**config.mk**
```make
export PLATFORM = sky130hd
export DESIGN_NAME = rgb_pwm_driver
export DESIGN_NICKNAME = d
export VERILOG_FILES = /design/src/rtl/rgb_pwm_pkg.sv /design/src/rtl/pwm_channel.sv /design/src/rtl/rgb_pwm_driver.sv
export SDC_FILE = /design/constraint.sdc
export NUM_CORES = 1
export LEC_CHECK = 0
export CORE_MARGIN = 8
export CORE_UTILIZATION = 45
export DETAILED_ROUTE_END_ITERATION = 7
export DONT_BUFFER_PORTS = 1
export GPL_TIMING_DRIVEN = 0
export RECOVER_POWER = 25
export SYNTH_ARGS = -nofsm -noshare
export SYNTH_HDL_FRONTEND = slang
export SYNTH_SLANG_ARGS = --single-unit
```
**constraint.sdc**
```tcl
create_clock -name clk -period 2.15 [get_ports clk]
set_input_delay 0.43 -clock clk [delete_from_list [all_inputs] [get_ports clk]]
set_output_delay 0.43 -clock clk [all_outputs]
set_load 0.1 [all_outputs]
```
**src/rtl/rgb_pwm_pkg.sv**
```systemverilog
// rgb_pwm_pkg: shared constants and types for the RGB PWM driver.
//   MODE_STATIC / MODE_BREATHE : encodings of the mode input
//   br_state_e                 : breathe ramp direction (UP / DOWN)
package rgb_pwm_pkg;

  localparam logic MODE_STATIC  = 1'b0;
  localparam logic MODE_BREATHE = 1'b1;

  typedef enum logic {
    BR_UP   = 1'b0,
    BR_DOWN = 1'b1
  } br_state_e;

endpackage

```
**src/rtl/pwm_channel.sv**
```systemverilog
// pwm_channel: one LED output. Compares the shared PWM counter with this
// channel's effective duty and registers the result with pin polarity applied.
//   clk, rst_n : clock, asynchronous active-low reset (pin forced unlit)
//   cnt_i      : shared PWM counter
//   eff_i      : effective duty for this channel
//   led_o      : registered LED pin
module pwm_channel #(
  parameter int WIDTH      = 8,
  parameter bit ACTIVE_LOW = 1'b1
) (
  input  logic             clk,
  input  logic             rst_n,
  input  logic [WIDTH-1:0] cnt_i,
  input  logic [WIDTH-1:0] eff_i,
  output logic             led_o
);

  logic lit;
  logic led_d, led_q;

  // Strict less-than in WIDTH bits: duty 0 never lights, max duty lights
  // all but the last step, and nothing can overflow.
  assign lit   = (cnt_i < eff_i);
  assign led_d = lit ^ ACTIVE_LOW;

  always_ff @(posedge clk or negedge rst_n) begin
    if (!rst_n) led_q <= ACTIVE_LOW;
    else        led_q <= led_d;
  end

  assign led_o = led_q;

endmodule

```
**src/rtl/rgb_pwm_driver.sv**
```systemverilog
// rgb_pwm_driver: multi-channel LED PWM with shadowed duty registers and a
// shared breathe ramp.
//   clk, rst_n   : clock, asynchronous active-low reset
//   duty_in      : packed per-channel duty, channel 0 in the LSBs
//   duty_load    : one-cycle strobe writing duty_in into the shadow registers
//   mode         : 0 = static duty, 1 = breathe (sampled at period wrap)
//   led          : LED pins, polarity set by ACTIVE_LOW
//   period_start : one-clock pulse aligned with the first led cycle of a period
//
// Breathe FSM (steps only on a wrap that enters a breathe period)
//   state   | meaning
//   BR_UP   | level ramps up, turns at the maximum
//   BR_DOWN | level ramps down, turns at zero
module rgb_pwm_driver
  import rgb_pwm_pkg::*;
#(
  parameter int NCH        = 3,
  parameter int WIDTH      = 8,
  parameter int PRESCALE   = 12,
  parameter int ACTIVE_LOW = 1
) (
  input  logic                 clk,
  input  logic                 rst_n,
  input  logic [NCH*WIDTH-1:0] duty_in,
  input  logic                 duty_load,
  input  logic                 mode,
  output logic [NCH-1:0]       led,
  output logic                 period_start
);

  localparam int               PW       = (PRESCALE > 1) ? $clog2(PRESCALE) : 1;
  localparam logic [PW-1:0]    PRE_LAST = PW'(PRESCALE - 1);
  localparam logic [WIDTH-1:0] CNT_MAX  = '1;
  localparam logic [WIDTH-1:0] LVL_TOP1 = CNT_MAX - 1'b1;
  localparam logic [WIDTH-1:0] LVL_ONE  = WIDTH'(1);

  logic [PW-1:0]                presc_q, presc_d;
  logic [WIDTH-1:0]             cnt_q, cnt_d;
  logic [NCH-1:0][WIDTH-1:0]    shadow_q, shadow_d;
  logic [NCH-1:0][WIDTH-1:0]    act_q, act_d;
  logic                         mode_q, mode_d;
  logic                         ps_q, ps_d;
  logic [WIDTH-1:0]             level_q;
  br_state_e                    br_q;
  logic [NCH-1:0][WIDTH-1:0]    eff;
  logic                         tick;
  logic                         wrap;

  assign tick = (presc_q == PRE_LAST);
  assign wrap = tick && (cnt_q == CNT_MAX);

  always_comb begin
    presc_d  = tick ? '0 : presc_q + 1'b1;
    cnt_d    = tick ? cnt_q + 1'b1 : cnt_q;
    shadow_d = shadow_q;
    act_d    = act_q;
    mode_d   = mode_q;
    // The counters sit at zero exactly once per period, so this marks the
    // clock whose compare result becomes the first led cycle of the period.
    ps_d     = (presc_q == '0) && (cnt_q == '0);
    for (int ch = 0; ch < NCH; ch++) begin
      if (duty_load) shadow_d[ch] = duty_in[ch*WIDTH +: WIDTH];
      // A load landing on the wrap cycle bypasses the shadow so it is not
      // deferred by a whole period.
      if (wrap) act_d[ch] = duty_load ? duty_in[ch*WIDTH +: WIDTH] : shadow_q[ch];
    end
    if (wrap) mode_d = mode;
  end

  always_ff @(posedge clk or negedge rst_n) begin
    if (!rst_n) begin
      presc_q  <= '0;
      cnt_q    <= '0;
      shadow_q <= '0;
      act_q    <= '0;
      mode_q   <= MODE_STATIC;
      ps_q     <= 1'b0;
    end else begin
      presc_q  <= presc_d;
      cnt_q    <= cnt_d;
      shadow_q <= shadow_d;
      act_q    <= act_d;
      mode_q   <= mode_d;
      ps_q     <= ps_d;
    end
  end

  // Steps with the incoming mode so the first breathe period already shows
  // the advanced level; static periods leave level and direction frozen.
  always_ff @(posedge clk or negedge rst_n) begin
    if (!rst_n) begin
      br_q    <= BR_UP;
      level_q <= '0;
    end else if (wrap && (mode == MODE_BREATHE)) begin
      case (br_q)
        BR_UP: begin
          if (level_q == CNT_MAX) begin
            br_q    <= BR_DOWN;
            level_q <= level_q - 1'b1;
          end else begin
            level_q <= level_q + 1'b1;
            if (level_q == LVL_TOP1) br_q <= BR_DOWN;
          end
        end
        BR_DOWN: begin
          if (level_q == '0) begin
            br_q    <= BR_UP;
            level_q <= level_q + 1'b1;
          end else begin
            level_q <= level_q - 1'b1;
            if (level_q == LVL_ONE) br_q <= BR_UP;
          end
        end
        default: br_q <= BR_UP;
      endcase
    end
  end

  // In breathe mode the active duty only acts as a channel enable.
  always_comb begin
    eff = '0;
    for (int ch = 0; ch < NCH; ch++) begin
      if (mode_q == MODE_BREATHE) eff[ch] = (act_q[ch] != '0) ? level_q : '0;
      else                        eff[ch] = act_q[ch];
    end
  end

  for (genvar g = 0; g < NCH; g++) begin : g_ch
    pwm_channel #(
      .WIDTH      (WIDTH),
      .ACTIVE_LOW (ACTIVE_LOW != 0)
    ) u_ch (
      .clk   (clk),
      .rst_n (rst_n),
      .cnt_i (cnt_q),
      .eff_i (eff[g]),
      .led_o (led[g])
    );
  end

  assign period_start = ps_q;

endmodule

```
==> results_dict.tcl <==
set metrics [dict create \
    ys.warnings.count 0 \
    vias_per_cell 5.72 \
    layout-drive-gt1-share 0.340 \
    crit_type "register to register" \
    endpoint_kind "register" \
    hold_violations 0 \
    avgSynthCellArea_um2 11.1 \
    routed_wl_mm 9.28 \
    syn-cell-area_mm2 0.00404 \
    postLayoutCoreUtil 0.545 \
    cp_top_family "simple AND/OR/NAND/NOR gates" \
    die_x_um 111 \
    place.gp.congestion 0.841 \
    ys_ff_latch 74 \
    dpl_worst_slack_ns -0.325 \
    peakVddDrop_v 0.000300 \
    cts_buffer_depth 2 \
    antenna_found_initial 0 \
    synth_cells 364 \
    antenna_cells 0 \
    start_util 0.463 \
    grt_pass1_wl_mm 14.8 \
    max_stage_delay_ns 0.41 \
    path_clk_slew_ns 0.08 \
    hold_slack_ns 0.232 \
    fill_cells 745 \
    worstPathCellList "nor4_2 -> nand2_1 -> buf_4 -> and3_1 -> a21oi_1 -> ha_1 -> nand4_1 -> nor2_1 -> a211oi_2 -> o31ai_2" \
    cts-root-buf "clkbuf_8" \
    cp.buffers_inverters 1 \
    placed_cell_area_mm2 0.00418 \
    ys_types 46 \
    dieArea_mm2 0.0123 \
    synth_nets 422 \
    async_flop_share 1.00 \
    register_area_mm2 0.00186 \
    cts_tree "yes" \
    status "finished with violations" \
    seq_area_frac_synth 0.459 \
    fin_nets 459 \
    clk_latency_ns 0.36 \
    slew_headroom 0.339 \
    route.detailed.drc 0 \
    antenna_left 0 \
    synth_top_area_cell "dfrtp_1" \
    areaGrowthSynthToFinish_pct 17.6 \
    setup_viol 2 \
    grt_util_all_layers 0.148 \
    grt_max_degree 75 \
    grt_pass1_vias 2879 \
    cts.sinks 74 \
    critPathSlowestCell "dfrtp_1" \
    dieHeight_um 111 \
    yosysTopAreaCellShare 0.440 \
    synth-edff-count 0 \
    arrival_ns 2.45 \
    leakagePower_nw 2.26 \
    wl_per_cell_um 18.0 \
    multi_input_area_mm2 0.00218 \
    htreeDepth 3 \
    core_mm2 0.00872 \
    finClkSkew_ns 0.0112 \
    worstPathRequired_ns 2.43 \
    ios 32 \
    rsz0062_at_grt "yes" \
    design_area_mm2 0.00475 \
    grt_overflow 0 \
    synth_area_leaders "dfrtp_1, mux2_2, ha_1" \
    num_vias 2942 \
    first_pass_iters 4 \
    drv_slew 0 \
    synth_most_common_cell "dfrtp_1" \
    max_freq_ghz 0.461 \
    layout_setup_ws_ns -0.0183 \
    finalCriticalPeriod_ns 2.17 \
    final.period_utilization 1.01 \
    drv_cap 0 \
    ys.flop_type "dfrtp_1" \
    power_density_mw_per_mm2 584 \
    row_count 34 \
    dp_hpwl_mm 6.12 \
    cts-buffers-inserted 9 \
    synthTopCellsByCount "dfrtp_1, mux2_2, ha_1" \
    numPortBuffers 0 \
    crit_fanout 7 \
    worstSetupStartpointType "register" \
    tightest_slew_ns 0.991 \
    drt_iter0_drc 243 \
    total_power_mw 2.78 \
    violations "negative setup slack" \
    hold_path_class "primary input to register" \
]
-- per-layer routing --
layer | track usage | up-vias | routed length [um] | share of wire
met1 | 0.188 | 1427 | 4180 | 0.45
met4 | 0.0577 | 0 | 206 | 0.022
met2 | 0.234 | 78 | 4390 | 0.47
met3 | 0.0379 | 19 | 499 | 0.054
met5 | 0 | - | 0 | 0
li1 | - | 1418 | - | -
-- registers in the layout (all words and copies together) (netlist names) --
| name | count |
|---|---|
| g_ch.u_ch.led_o | 3 |
| act_q | 24 |
| mode_q | 1 |
| shadow_q | 24 |
| cnt_q | 8 |
| period_start | 1 |
| br_q | 1 |
| presc_q | 4 |
| level_q | 8 |
-- final timing paths --
kind	cells past startpoint	to	startpoint	slack, ns
worst max-delay path	10	g_ch[0].u_ch.led_o	act_q[3]	-0.02
worst min-delay path	1	shadow_q[2]	duty_in[2]	0.23
worst max register to register	10	g_ch[0].u_ch.led_o	act_q[3]	-0.02
worst min register to register	1	shadow_q[7]	shadow_q[7]	0.49
max in group asynchronous	2	cnt_q[0]	rst_n	0.63
min in group asynchronous	2	act_q[9]	rst_n	0.82
-- report_power, final --
group / switching [mW] / internal, mW / total, mW
registers: 0.00992 / 1.44 / 1.44
logic: 0.0565 / 0.0432 / 0.0997
clock network: 0.540 / 0.691 / 1.23
-- cells by family after synthesis --
logic type	after synthesis	synth area share
compound gates	73	0.112
fa+ha+maj	30	0.0929
flops	74	0.459
xor+xnor	12	0.0260
buf+inv	29	0.0347
simple gates	96	0.136
mux	50	0.139
-- layout make-up --
cell class / count / area share
multi-input combinational: 261 / 0.458
sequential: 74 / 0.391
timing repair buffer: 27 / 0.0448
clock buffer: 11 / 0.0298
tap: 108 / 0.0284
buffer: 17 / 0.0211
clock inverter: 5 / 0.0179
inverter: 11 / 0.00869
-- metrics by stage --
stage	TNS (ns)	cells
after floorplan	0	364
after global placement	-5.40	472
after detailed placement	-5.80	472
after CTS	0	504
after global routing	-0.385	514
final	-0.0227	514
-- timing repair --
| action | 4_1_cts | 5_1_grt |
|---|---|---|
| pin swaps | 7 | 23 |
| buffers inserted | 15 | 10 |
| setup endpoints to repair | 30 | 29 |
| hold buffers | 2 | 0 |
| gates resized for setup | 9 | 29 |
| endpoints found under the hold margin | 74 | 0 |
-- cells in the final DEF, fill, tap and decap left out, types with 10 or more instances in the layout --
cell type / instances
dfrtp_1: 69
mux2_2: 46
ha_1: 30
buf_4: 28
a21oi_1: 20
and3_1: 18
nand2_1: 17
nor2_1: 13
clkbuf_8: 10
Note: power is estimated with default switching activity, not from simulation.
